`src/rtl/adc_avg_filter_if.sv`:
```
// Sample-in / average-out bundle between the SPI ADC stage, the averaging filter and the LED logic.
// The slave modport is the filter side; the master modport is the producer/consumer side.
interface adc_avg_filter_if #(
  parameter int DATA_W = 12
) ();
  logic [DATA_W-1:0] i_DATA;
  logic              i_DATA_VALID;
  logic [DATA_W-1:0] o_AVG;
  logic              o_AVG_VALID;
  logic              o_ABOVE;
  logic [DATA_W-1:0] o_MIN;
  logic [DATA_W-1:0] o_MAX;

  modport master (
    output i_DATA,
    output i_DATA_VALID,
    input  o_AVG,
    input  o_AVG_VALID,
    input  o_ABOVE,
    input  o_MIN,
    input  o_MAX
  );

  modport slave (
    input  i_DATA,
    input  i_DATA_VALID,
    output o_AVG,
    output o_AVG_VALID,
    output o_ABOVE,
    output o_MIN,
    output o_MAX
  );
endinterface

```
`src/rtl/adc_avg_filter.sv`:
```
// Block average of 2**LOG2_N ADC samples with a hysteresis threshold flag.
// Optional per-window min/max tracking is built only when AVG_MINMAX_EN is defined.
module adc_avg_filter #(
  parameter int                DATA_W    = 12,
  parameter int                LOG2_N    = 3,
  parameter logic [DATA_W-1:0] THRESH_HI = 12'd2600,
  parameter logic [DATA_W-1:0] THRESH_LO = 12'd2400
) (
  input logic            clk,
  input logic            reset,
  adc_avg_filter_if.slave bus
);
  localparam int                ACC_W    = DATA_W + LOG2_N;
  localparam logic [LOG2_N-1:0] CNT_ZERO = {LOG2_N{1'b0}};
  localparam logic [LOG2_N-1:0] CNT_LAST = {LOG2_N{1'b1}};
  localparam logic [LOG2_N-1:0] CNT_ONE  = LOG2_N'(1);

  typedef enum logic {
    ST_ACC = 1'b0,
    ST_OUT = 1'b1
  } state_t;

  state_t            state_r, state_s;
  logic              valid_d_r;
  logic              capture_s;
  logic              last_s;
  logic [ACC_W-1:0]  acc_r, acc_s, sum_s;
  logic [LOG2_N-1:0] count_r, count_s;
  logic [DATA_W-1:0] avg_r, avg_s;
  logic              avg_valid_r, avg_valid_s;
  logic              above_r, above_s;

  function automatic logic hyst_next(input logic [DATA_W-1:0] avg, input logic prev);
    logic res;
    if (avg >= THRESH_HI) begin
      res = 1'b1;
    end else if (avg <= THRESH_LO) begin
      res = 1'b0;
    end else begin
      res = prev;
    end
    return res;
  endfunction

  // The delayed valid resets to 1 so a level held through reset is never seen as an edge.
  assign capture_s = bus.i_DATA_VALID & ~valid_d_r;
  assign sum_s     = acc_r + {{LOG2_N{1'b0}}, bus.i_DATA};
  assign last_s    = capture_s && (state_r == ST_ACC) && (count_r == CNT_LAST);

  // Next-state: accumulate, and on the Nth capture load the result registers so they
  // are already valid during the OUT cycle that carries the strobe.
  always_comb begin
    state_s     = state_r;
    acc_s       = acc_r;
    count_s     = count_r;
    avg_s       = avg_r;
    avg_valid_s = 1'b0;
    above_s     = above_r;
    case (state_r)
      ST_ACC: begin
        if (last_s) begin
          avg_s       = sum_s[ACC_W-1:LOG2_N];
          avg_valid_s = 1'b1;
          above_s     = hyst_next(sum_s[ACC_W-1:LOG2_N], above_r);
          acc_s       = {ACC_W{1'b0}};
          count_s     = CNT_ZERO;
          state_s     = ST_OUT;
        end else if (capture_s) begin
          acc_s   = sum_s;
          count_s = count_r + CNT_ONE;
        end else begin
          acc_s = acc_r;
        end
      end
      ST_OUT: begin
        state_s = ST_ACC;
        if (capture_s) begin
          acc_s   = {{LOG2_N{1'b0}}, bus.i_DATA};
          count_s = CNT_ONE;
        end else begin
          acc_s = acc_r;
        end
      end
      default: begin
        state_s = ST_ACC;
        acc_s   = {ACC_W{1'b0}};
        count_s = CNT_ZERO;
      end
    endcase
  end

  // State, accumulator and result registers.
  always_ff @(posedge clk or posedge reset) begin
    if (reset) begin
      state_r     <= ST_ACC;
      valid_d_r   <= 1'b1;
      acc_r       <= {ACC_W{1'b0}};
      count_r     <= CNT_ZERO;
      avg_r       <= {DATA_W{1'b0}};
      avg_valid_r <= 1'b0;
      above_r     <= 1'b0;
    end else begin
      state_r     <= state_s;
      valid_d_r   <= bus.i_DATA_VALID;
      acc_r       <= acc_s;
      count_r     <= count_s;
      avg_r       <= avg_s;
      avg_valid_r <= avg_valid_s;
      above_r     <= above_s;
    end
  end

  assign bus.o_AVG       = avg_r;
  assign bus.o_AVG_VALID = avg_valid_r;
  assign bus.o_ABOVE     = above_r;

`ifdef AVG_MINMAX_EN
  logic              first_s;
  logic [DATA_W-1:0] run_min_r, run_max_r;
  logic [DATA_W-1:0] win_min_s, win_max_s;
  logic [DATA_W-1:0] min_r, max_r, min_s, max_s;

  function automatic logic [DATA_W-1:0] min_of(input logic [DATA_W-1:0] a,
                                               input logic [DATA_W-1:0] b);
    return (a < b) ? a : b;
  endfunction

  function automatic logic [DATA_W-1:0] max_of(input logic [DATA_W-1:0] a,
                                               input logic [DATA_W-1:0] b);
    return (a > b) ? a : b;
  endfunction

  assign first_s = capture_s && ((state_r == ST_OUT) || (count_r == CNT_ZERO));

  // Running extremes including the sample being captured now; published with the average.
  always_comb begin
    min_s = min_r;
    max_s = max_r;
    if (first_s) begin
      win_min_s = bus.i_DATA;
      win_max_s = bus.i_DATA;
    end else begin
      win_min_s = min_of(run_min_r, bus.i_DATA);
      win_max_s = max_of(run_max_r, bus.i_DATA);
    end
    if (last_s) begin
      min_s = win_min_s;
      max_s = win_max_s;
    end else begin
      min_s = min_r;
      max_s = max_r;
    end
  end

  // Min/max tracking registers.
  always_ff @(posedge clk or posedge reset) begin
    if (reset) begin
      run_min_r <= {DATA_W{1'b0}};
      run_max_r <= {DATA_W{1'b0}};
      min_r     <= {DATA_W{1'b0}};
      max_r     <= {DATA_W{1'b0}};
    end else begin
      if (capture_s) begin
        run_min_r <= win_min_s;
        run_max_r <= win_max_s;
      end
      min_r <= min_s;
      max_r <= max_s;
    end
  end

  assign bus.o_MIN = min_r;
  assign bus.o_MAX = max_r;
`else
  assign bus.o_MIN = {DATA_W{1'b0}};
  assign bus.o_MAX = {DATA_W{1'b0}};
`endif

endmodule
```
`src/flat_wrapper.sv`:
```
// flat-port wrapper written by rule: the top's interface ports become plain ports
module adc_avg_filter_flat 
#(
  parameter int                DATA_W    = 12,
  parameter int                LOG2_N    = 3,
  parameter logic [DATA_W-1:0] THRESH_HI = 12'd2600,
  parameter logic [DATA_W-1:0] THRESH_LO = 12'd2400
)
  (clk, reset, bus_i_DATA, bus_i_DATA_VALID, bus_o_AVG, bus_o_AVG_VALID, bus_o_ABOVE, bus_o_MIN, bus_o_MAX);
  adc_avg_filter_if #(.DATA_W(DATA_W)) bus_i ();
  input logic clk;
  input logic reset;
  input wire logic [$bits(bus_i.i_DATA)-1:0] bus_i_DATA;
  input wire logic [$bits(bus_i.i_DATA_VALID)-1:0] bus_i_DATA_VALID;
  output wire logic [$bits(bus_i.o_AVG)-1:0] bus_o_AVG;
  output wire logic [$bits(bus_i.o_AVG_VALID)-1:0] bus_o_AVG_VALID;
  output wire logic [$bits(bus_i.o_ABOVE)-1:0] bus_o_ABOVE;
  output wire logic [$bits(bus_i.o_MIN)-1:0] bus_o_MIN;
  output wire logic [$bits(bus_i.o_MAX)-1:0] bus_o_MAX;
  assign bus_i.i_DATA = bus_i_DATA;
  assign bus_i.i_DATA_VALID = bus_i_DATA_VALID;
  assign bus_o_AVG = bus_i.o_AVG;
  assign bus_o_AVG_VALID = bus_i.o_AVG_VALID;
  assign bus_o_ABOVE = bus_i.o_ABOVE;
  assign bus_o_MIN = bus_i.o_MIN;
  assign bus_o_MAX = bus_i.o_MAX;
  adc_avg_filter #(.DATA_W(DATA_W), .LOG2_N(LOG2_N), .THRESH_HI(THRESH_HI), .THRESH_LO(THRESH_LO)) u_core (.clk(clk), .reset(reset), .bus(bus_i));
endmodule
```
`config.mk`:
```
export PLATFORM = sky130hd
export DESIGN_NAME = adc_avg_filter_flat
export DESIGN_NICKNAME = d
export VERILOG_FILES = /design/src/rtl/adc_avg_filter_if.sv /design/src/rtl/adc_avg_filter.sv /design/src/flat_wrapper.sv
export SDC_FILE = /design/constraint.sdc
export NUM_CORES = 1
export LEC_CHECK = 0
export ABC_AREA = 1
export CELL_PAD_IN_SITES_DETAIL_PLACEMENT = 0
export CELL_PAD_IN_SITES_GLOBAL_PLACEMENT = 1
export CORE_MARGIN = 2
export CORE_UTILIZATION = 36
export DETAILED_ROUTE_END_ITERATION = 8
export PLACE_DENSITY_LB_ADDON = 0.1
export SLEW_MARGIN = 15
export SYNTH_ARGS = -nofsm -noshare
export SYNTH_HDL_FRONTEND = slang
export SYNTH_SLANG_ARGS = --single-unit
```
`constraint.sdc`:
```
create_clock -name clk -period 2.2 [get_ports clk]
set_input_delay 0.66 -clock clk [delete_from_list [all_inputs] [get_ports clk]]
set_output_delay 0.66 -clock clk [all_outputs]
set_load 0.03 [all_outputs]
```
==> results.json, run 1 <==
{
  "status": "finished, final reports clean",
  "wire_per_inst_um": 12.8,
  "synth_area_leaders": "dfrtp_1 (32%), nand2_1 (17%), buf_4 (7.1%), ha_1 (6.9%), inv_1 (6.7%)",
  "avgSynthCellArea_sq_um": 6.84,
  "drc": 0,
  "globalplace.congestion": 0.834,
  "nets": 481,
  "grt_pass1_wl_um": 11600,
  "cp_cell_sequence": "dlygate4sd2_1 > ha_4 > nand2_2 > nor2_4 > and2_4 > nand2_2 > nand2_1 > nand2_1 > nand2_2 > nand2_1 > nor2_1 > nand2_1 > nand2_1 > nand2_1 > nand2_1 > nand2_1",
  "drt_wl_total_um": 7020,
  "seq_power_share": 0.188,
  "cpPeakStageDelay_ps": 310,
  "p_int_uw": 3140,
  "finalMaxSlewViolations": 0,
  "vdd_drop_max_v": 0.000797,
  "comb_power_share": 0.705,
  "die_w_um": 87.9,
  "fin_util": 0.542,
  "fin_skew_ps": 4.42,
  "fillCellCount": 683,
  "die_h_um": 87.9,
  "yosysWarnings": 0,
  "first_global_vias": 2435,
  "critPathSlowestCell": "ha_4",
  "area_growth_pct": 45.5,
  "yosysUniqueCellTypes": 33,
  "cts_tree": "done",
  "drtAntennaViolNets": 0,
  "detailed_place_hpwl_um": 5320,
  "num_rows": 30,
  "vias_per_cell": 4.57,
  "path_buf_inv": 1,
  "holdWs_ps": 481,
  "drv_cap": 0,
  "h-tree-depth": 2,
  "fin_crit_sh": 0.968,
  "p_leak_uw": 0.00187,
  "yosysSeqAreaShare": 0.327,
  "synth_top_cell_by_area": "dfrtp_1",
  "cp_common_cell": "nand2_1",
  "final_layout_size_suffix_gt1_frac": 0.338,
  "finalHoldViolCount": 0,
  "power_density_nw_per_um2": 1560,
  "synth_edf_count": 0,
  "swShare": 0.456,
  "grt_setup_unrepaired": "true",
  "clockBufferDepth": 2,
  "numCtsBuffers": 5,
  "switchingPower_uw": 2630,
  "synth.top_cell.area_share": 0.316,
  "antenna_found_initial": 0,
  "grt_max_degree": 34,
  "dieArea_sq_um": 7720,
  "path_class": "input pin to flop",
  "drt_iter0_drc": 100,
  "root_buffer": "clkbuf_8",
  "cpLargestDelayFamily": "simple AND/OR/NAND/NOR gates",
  "synth_ff_type": "dfrtp_1",
  "crit_required_ps": 2390,
  "initial_core_util": 0.373,
  "core_sq_um": 6790,
  "layout_min_cycle_time_ps": 2130,
  "cts.clk_slew.worst_paths_ps": 70,
  "async_flop_share": 1.00,
  "num_vias": 2506,
  "synth_most_common_cell": "nand2_1",
  "crit_fanout": 4,
  "yosys-top-cells-count": "nand2_1 (117), inv_1 (45), dfrtp_1 (32), nor2_1 (28), buf_4 (24)",
  "hp-class": "flop to flop",
  "synth-seq-cells": 33,
  "first_pass_iters": 4,
  "setup_violations": 0,
  "cts.sinks": 33,
  "arrival_ps": 2320,
  "io_buffers": 28,
  "max_freq_mhz": 470,
  "clock_latency_ps": 290,
  "start_kind": "input pin",
  "synth_area_sq_um": 2530,
  "ios": 53,
  "grt.total_usage": 0.194,
  "diodes": 0,
  "synthCells": 370,
  "clkPwrFrac": 0.107,
  "grt_overflow": 0,
  "hold_buffers": 0,
  "critPathCaptureType": "flop"
}
## final timing paths
kind,slack (ps),end,start,cells past startpoint
setup / recovery,70,u_core.bus.o_ABOVE$_DFFE_PP0P_,bus_i_DATA[9],16
hold / removal,480,u_core.bus.o_AVG[0]$_DFFE_PP0P_,u_core.bus.o_AVG[0]$_DFFE_PP0P_,2
setup reg to reg,150,u_core.bus.o_ABOVE$_DFFE_PP0P_,u_core.acc_r[0]$_DFFE_PP0P_,13
hold reg to reg,480,u_core.bus.o_AVG[0]$_DFFE_PP0P_,u_core.bus.o_AVG[0]$_DFFE_PP0P_,2
max in group asynchronous,1100,u_core.valid_d_r$_DFF_PP1_,reset,3
min in group asynchronous,760,u_core.bus.o_ABOVE$_DFFE_PP0P_,reset,3
## power by group through the flow
stage	combinational, uW	clock, uW	sequential (uW)
5_1_grt	4480	657	1120
2_1_floorplan	1740	0	1230
6_report	4060	614	1080
4_1_cts	3660	629	1080
3_3_place_gp	3320	0	1030
3_5_place_dp	3320	0	1040
## through the flow
step | instances | setup WS [ps] | area [sq um] | total power [uW] | setup TNS (ps)
detailed placement | 532 | -654 | 3180 | 4360 | -10400
finish | 548 | 70.4 | 3680 | 5760 | 0
global route | 548 | -58.0 | 3680 | 6250 | -58.0
global placement | 532 | -657 | 3180 | 4350 | -10140
floorplan | 393 | -13.3 | 2640 | 2970 | -13.3
CTS | 544 | 7.74 | 3500 | 5370 | 0
## layout by cell type, fill, tap and decap left out, types with 2 or more instances in the layout
cell	n
inv_2	5
ha_1	2
a21oi_2	4
and2_1	2
nand3_2	7
nand2_1	92
inv_1	41
a22oi_1	5
clkdlybuf4s50_1	16
nand2_2	25
xnor2_2	2
dlygate4sd2_1	3
xor2_1	2
buf_4	54
o21ai_0	15
nor2_1	20
nand3_1	15
clkbuf_8	6
nor2_2	7
clkbuf_2	7
nand4_1	4
a21oi_1	15
nor2_4	8
ha_4	12
conb_1	24
nand2_4	8
o22ai_1	3
dfrtp_1	32
## worst register-to-register path, stage by stage (launching register included)
cell     delay [ps]
dfrtp_1         410
ha_4            180
fa_2            380
nand2_4         110
a21oi_4          70
xor2_1          170
nor2_1          140
nand3_1         100
nor2_1          130
nand2_1          70
nand2_1          60
nand2_1          40
nand2_1          50
nand2_1          50
## cells by family (layout without fill, tap and decap cells)
kind of cell    count (synthesis)  count (layout)  synth area share
simple gates                  193             193             0.325
flops                          33              33             0.327
xor+xnor                        4               4            0.0138
compound gates                 47              47             0.106
buf+inv                        77             136             0.150
fa+ha+maj                      15              15            0.0771
other cells                     1              24           0.00148
## registers in the layout, summed over array words and instances, names as in the netlist
register,flops
u_core.acc_r,15
u_core.bus.o_ABOVE,1
u_core.bus.o_AVG_VALID,1
u_core.valid_d_r,1
u_core.count_r,3
u_core.bus.o_AVG,12
## routing by layer
metal | part of all wire | up-vias | global-route usage | routed length, um
met5 | 0 | - | 0 | 0
met1 | 0.49 | 1165 | 0.280 | 3470
met2 | 0.46 | 52 | 0.309 | 3200
met3 | 0.040 | 6 | 0.0283 | 282
met4 | 0.0095 | 0 | 0.0448 | 67
li1 | - | 1283 | - | -
## timing repair
action                     4_1_cts  5_1_grt
pin swaps                       18       37
setup buffers                    4        4
gates resized for setup         42       67
setup endpoints to repair       21        4
## area by class of cell
| cell class | count | area (sq um) | share of cell area |
|---|---|---|---|
| well taps | 96 | 120 | 0.0326 |
| inverters | 46 | 173 | 0.0469 |
| multi-input cells | 283 | 1800 | 0.487 |
| clock buffers | 6 | 82.6 | 0.0224 |
| clock inverters | 2 | 37.5 | 0.0102 |
| repair buffers | 82 | 648 | 0.176 |
| flip-flops and latches | 33 | 827 | 0.225 |
No activity file was read; power rests on OpenSTA's default activity.
==> inputs of run 2 (changes only) <==
- REMOVE_ABC_BUFFERS: default -> 1
==> run 2 against run 1 <==
Power shrank 1.2%. Routed wire length down 0.88%. Global-route usage decreased by 0.24 points. Clock skew increased by 1.4 ps. Clock power shrank 27%. Die area unchanged. Critical path depth down 2. Clock-buffer cell count unchanged. Cell area is 0.95% higher. First-iteration DRC count decreased by 29%. Combinational power rose by 2%. Largest power group unchanged.
==> results.json, run 2 (same netlist as run 1, synthesis figures left out) <==
{
  "status": "finished, final reports clean",
  "crit_required_ps": 2380,
  "nets": 486,
  "num_rows": 30,
  "setup_violations": 0,
  "final_cell_mix": "nand2_1 (93), buf_4 (58), inv_1 (42), dfrtp_1 (32), conb_1 (24)",
  "diodes": 0,
  "final_area_sq_um": 3720,
  "grt_setup_unrepaired": "true",
  "p_leak_uw": 0.00190,
  "finalHoldViolCount": 0,
  "first_global_vias": 2371,
  "r2r-end": "u_core.bus.o_ABOVE$_DFFE_PP0P_",
  "power_density_nw_per_um2": 1530,
  "start_kind": "input pin",
  "place_ws_ps": -720,
  "arrival_ps": 2370,
  "area_growth_pct": 46.9,
  "power_uw": 5690,
  "cts.clk_slew.worst_paths_ps": 70,
  "fin_crit_sh": 0.997,
  "r2r_setup_slack_ps": 90,
  "layout_min_cycle_time_ps": 2190,
  "clockBufferDepth": 2,
  "globalplace.congestion": 0.873,
  "num_vias": 2563,
  "placed_cell_area_sq_um": 3150,
  "io_buffers": 28,
  "drt_wl_total_um": 6960,
  "initial_core_util": 0.373,
  "hp-class": "flop to flop",
  "hold_depth": 2,
  "whs_endpoint": "u_core.bus.o_AVG[1]$_DFFE_PP0P_",
  "drc": 0,
  "grt_max_degree": 34,
  "antenna_found_initial": 0,
  "path_class": "input pin to flop",
  "h-tree-depth": 2,
  "fillCellCount": 683,
  "final_common_cell": "nand2_1",
  "tns_ps": 0,
  "clock_latency_ps": 290,
  "fin_skew_ps": 5.85,
  "finalMaxSlewViolations": 0,
  "grt.total_usage": 0.192,
  "drv_cap": 0,
  "crit_fanout": 4,
  "hold_start": "u_core.bus.o_AVG[1]$_DFFE_PP0P_",
  "core_sq_um": 6790,
  "wire_per_inst_um": 12.6,
  "drtAntennaViolNets": 0,
  "regMostFlops": "u_core.acc_r",
  "critPathCaptureType": "flop",
  "dieArea_sq_um": 7720,
  "largest_reg_flops": 15,
  "vdd_drop_max_v": 0.000661,
  "die_w_um": 87.9,
  "vias_per_cell": 4.63,
  "grt_overflow": 0,
  "reg2regPathDepth": 11,
  "first_pass_iters": 4,
  "numCtsBuffers": 5,
  "hold_buffers": 0,
  "grt_pass1_wl_um": 11500,
  "r2r-start": "u_core.acc_r[0]$_DFFE_PP0P_",
  "detailed_place_hpwl_um": 5300,
  "max_freq_mhz": 456,
  "root_buffer": "clkbuf_8",
  "fin_ws_ps": 5.61,
  "cts.sinks": 33,
  "final_layout_size_suffix_gt1_frac": 0.330,
  "die_h_um": 87.9,
  "ios": 53,
  "cts_tree": "done",
  "drt_iter0_drc": 71
}
run 2: cell types whose count changed in the layout (fill, tap and decap cells not counted), sizes merged:
cell           change
clkinvlp           -1
clkbuf             -3
bufinv             -1
buf                +5
clkinv             +2
dlygate4sd2        +1
clkdlybuf4s15      +2
run 2: through the flow:
step,hold slack [ps],std cells,utilization
floorplan,457,362,-
global placement,466,529,0.463
detailed placement,464,529,0.463
CTS,483,546,0.511
global route,512,553,0.547
finish,484,553,0.547
run 2: layout make-up:
cell class	count	area, sq um	area share
Timing Repair Buffer	87	716	0.192
Tap cell	96	120	0.0323
Sequential cell	33	827	0.222
Multi-Input combinational cell	283	1800	0.484
Clock buffer	6	72.6	0.0195
Clock inverter	2	10.0	0.00269
Inverter	46	173	0.0464
run 2: power by group:
part,total [uW],internal [uW],leakage (uW),switching [uW]
logic,4160,1990,0.00145,2170
clock network,447,219,0.0000450,228
registers,1080,869,0.000400,216
total,5690,3070,0.00190,2620
run 2: worst max-delay path by stage:
stage,endpoint,depth (start not counted),start
after CTS,u_core.bus.o_ABOVE$_DFFE_PP0P_,15,bus_i_DATA[6]
after global placement,u_core.bus.o_ABOVE$_DFFE_PP0P_,15,bus_i_DATA[0]
after global routing,u_core.bus.o_ABOVE$_DFFE_PP0P_,12,bus_i_DATA[5]
final,u_core.bus.o_ABOVE$_DFFE_PP0P_,14,bus_i_DATA[8]
after detailed placement,u_core.bus.o_ABOVE$_DFFE_PP0P_,15,bus_i_DATA[0]
after floorplan,u_core.bus.o_ABOVE$_DFFE_PP0P_,14,bus_i_DATA[0]
run 2: timing repair:
item,4_1_cts,5_1_grt
setup endpoints to repair,21,7
pin swaps,18,41
resized for setup,47,66
buffers inserted,9,7
run 2: worst max-delay path: stages:
cell	delay (ps)
clkdlybuf4s15_1	230
ha_4	330
nand2_1	80
nand2_2	90
inv_1	60
nand2_2	90
inv_2	40
nand4_1	160
nand2_2	110
buf_4	150
nor3_2	180
nand4_1	90
nand2_1	70
nand2_1	50
run 2: per-layer routing:
| metal | up-vias | part of all wire | global-route usage |
|---|---|---|---|
| met5 | - | 0 | 0 |
| met2 | 67 | 0.46 | 0.311 |
| met1 | 1194 | 0.48 | 0.274 |
| met3 | 9 | 0.043 | 0.0236 |
| met4 | 0 | 0.014 | 0.0462 |
| li1 | 1293 | - | - |
==> inputs of run 3 (changes only) <==
- HOLD_SLACK_MARGIN: default -> 0.15
- SKIP_CTS_REPAIR_TIMING: default -> 1
==> run 3 against run 2 <==
Worst setup slack better by 25 ps. Utilization down 1.6 points. Highest routed layer unchanged. Global-route usage down 0.47 points. Critical endpoint unchanged. First-iteration DRC count up 21%. Largest cell class unchanged. Critical path depth up 3.
==> results.json, run 3 (same netlist as run 1, synthesis figures left out) <==
{
  "drt_iter0_drc": 86,
  "h-tree-depth": 2,
  "whs_endpoint": "u_core.bus.o_AVG[1]$_DFFE_PP0P_",
  "cts_tree": "done",
  "seqCellArea_sq_um": 827,
  "cts.clk_slew.worst_paths_ps": 70,
  "dp.cells": 529,
  "r2r-start": "u_core.acc_r[0]$_DFFE_PP0P_",
  "fin_crit_sh": 0.986,
  "core_sq_um": 6790,
  "hp-class": "flop to flop",
  "grt_pass1_wl_um": 11200,
  "power_density_nw_per_um2": 1470,
  "final_common_cell": "nand2_1",
  "p_leak_uw": 0.00191,
  "globalplace.congestion": 0.873,
  "root_buffer": "clkbuf_8",
  "nets": 478,
  "finalHoldViolCount": 0,
  "vias_per_cell": 4.57,
  "final_cell_mix": "nand2_1 (103), buf_4 (50), inv_1 (45), dfrtp_1 (32), conb_1 (24)",
  "largest_reg_flops": 15,
  "dr_wl_met3_um": 203,
  "cpLargestDelayFamily": "simple AND/OR/NAND/NOR gates",
  "drv_cap": 0,
  "holdWs_ps": 484,
  "io_buffers": 28,
  "cts.sinks": 33,
  "finalMaxSlewViolations": 0,
  "die_w_um": 87.9,
  "clock_latency_ps": 290,
  "num_rows": 30,
  "cp_cell_sequence": "buf_8 > ha_4 > fa_2 > nand2_4 > nand2_4 > nand3_2 > nand2_1 > nand2_1 > nand2_2 > nor2_2 > nand3_1 > nor2_1 > nand2_1 > nand2_1 > nand2_1 > nand2_1 > nand2_1",
  "clockBufferDepth": 2,
  "power_uw": 5320,
  "layout_min_cycle_time_ps": 2170,
  "path_buf_inv": 1,
  "drt_wl_total_um": 6800,
  "grt.total_usage": 0.187,
  "diodes": 0,
  "fillCellCount": 693,
  "wl_met1_um": 3510,
  "arrival_ps": 2350,
  "setup_violations": 0,
  "ios": 53,
  "r2r-end": "u_core.bus.o_ABOVE$_DFFE_PP0P_",
  "fin_skew_ps": 6.33,
  "crit_fanout": 4,
  "dieArea_sq_um": 7720,
  "cp_common_cell": "nand2_1",
  "grt_overflow": 0,
  "status": "finished, final reports clean",
  "max_freq_mhz": 461,
  "tns_ps": 0,
  "multi_input_area_sq_um": 1710,
  "wire_per_inst_um": 12.5,
  "vdd_drop_max_v": 0.000668,
  "first_pass_iters": 4,
  "initial_core_util": 0.373,
  "antenna_found_initial": 0,
  "cpPeakStageDelay_ps": 380,
  "first_global_vias": 2279,
  "crit_required_ps": 2380,
  "fin_cells": 545,
  "reg2regPathDepth": 16,
  "hold_depth": 2,
  "numCtsBuffers": 5,
  "hold_start": "u_core.bus.o_AVG[1]$_DFFE_PP0P_",
  "die_h_um": 87.9,
  "path_class": "input pin to flop",
  "start_kind": "input pin",
  "area_growth_pct": 42.6,
  "r2r_setup_slack_ps": 60,
  "grt_setup_unrepaired": "true",
  "drc": 0,
  "regMostFlops": "u_core.acc_r",
  "drtAntennaViolNets": 0,
  "wl_met2_um": 3020,
  "critPathCaptureType": "flop",
  "grt_max_degree": 34,
  "final_layout_size_suffix_gt1_frac": 0.272,
  "num_vias": 2492,
  "highest_layer": "met4",
  "critPathSlowestCell": "fa_2",
  "detailed_place_hpwl_um": 5300
}
[run 3: worst register-to-register path, cell delays in order (launching register included)]
cell     delay [ps]
dfrtp_1         410
ha_4            180
fa_2            380
nand2_4         110
nand2_4          70
nand3_2          90
nand2_1          50
nand2_1          70
nand2_2          80
nor2_2          130
nand3_1          70
nor2_1          120
nand2_1          70
nand2_1          60
nand2_1          50
nand2_1          50
nand2_1          50
[run 3: metal layers]
metal	up-vias	global-route usage
li1	1279	-
met1	1161	0.271
met2	45	0.298
met3	7	0.0236
met4	0	0.0462
met5	-	0
[run 3: power breakdown]
group	switching [uW]	internal (uW)	total, uW
clock	229	219	449
combinational	2010	1770	3790
sequential	217	869	1090
[run 3: how the worst max path moves through the flow]
stage                  start                        endpoint  slack (ps)  depth (start not counted)
4_1_cts        bus_i_DATA[0]  u_core.bus.o_ABOVE$_DFFE_PP0P_        -430                         15
3_3_place_gp   bus_i_DATA[0]  u_core.bus.o_ABOVE$_DFFE_PP0P_        -670                         15
3_5_place_dp   bus_i_DATA[0]  u_core.bus.o_ABOVE$_DFFE_PP0P_        -720                         15
5_1_grt        bus_i_DATA[0]  u_core.bus.o_ABOVE$_DFFE_PP0P_         -50                         17
2_1_floorplan  bus_i_DATA[0]  u_core.bus.o_ABOVE$_DFFE_PP0P_        -130                         14
6_report       bus_i_DATA[0]  u_core.bus.o_ABOVE$_DFFE_PP0P_          30                         17
[run 3: per-stage QoR]
| step | utilization | setup WS (ps) | cell area, sq um |
|---|---|---|---|
| final | 0.531 | 30.4 | 3610 |
| after global routing | 0.531 | -47.2 | 3610 |
| after CTS | 0.475 | -430 | 3230 |
| after detailed placement | 0.463 | -720 | 3150 |
| after global placement | 0.463 | -673 | 3150 |
| after floorplan | - | -134 | 2410 |
[run 3: area by class of cell]
class / instances / area share
Sequential cell: 33 / 0.229
Timing Repair Buffer: 79 / 0.194
Clock inverter: 2 / 0.00277
Tap cell: 96 / 0.0333
Multi-Input combinational cell: 283 / 0.473
Inverter: 46 / 0.0478
Clock buffer: 6 / 0.0201
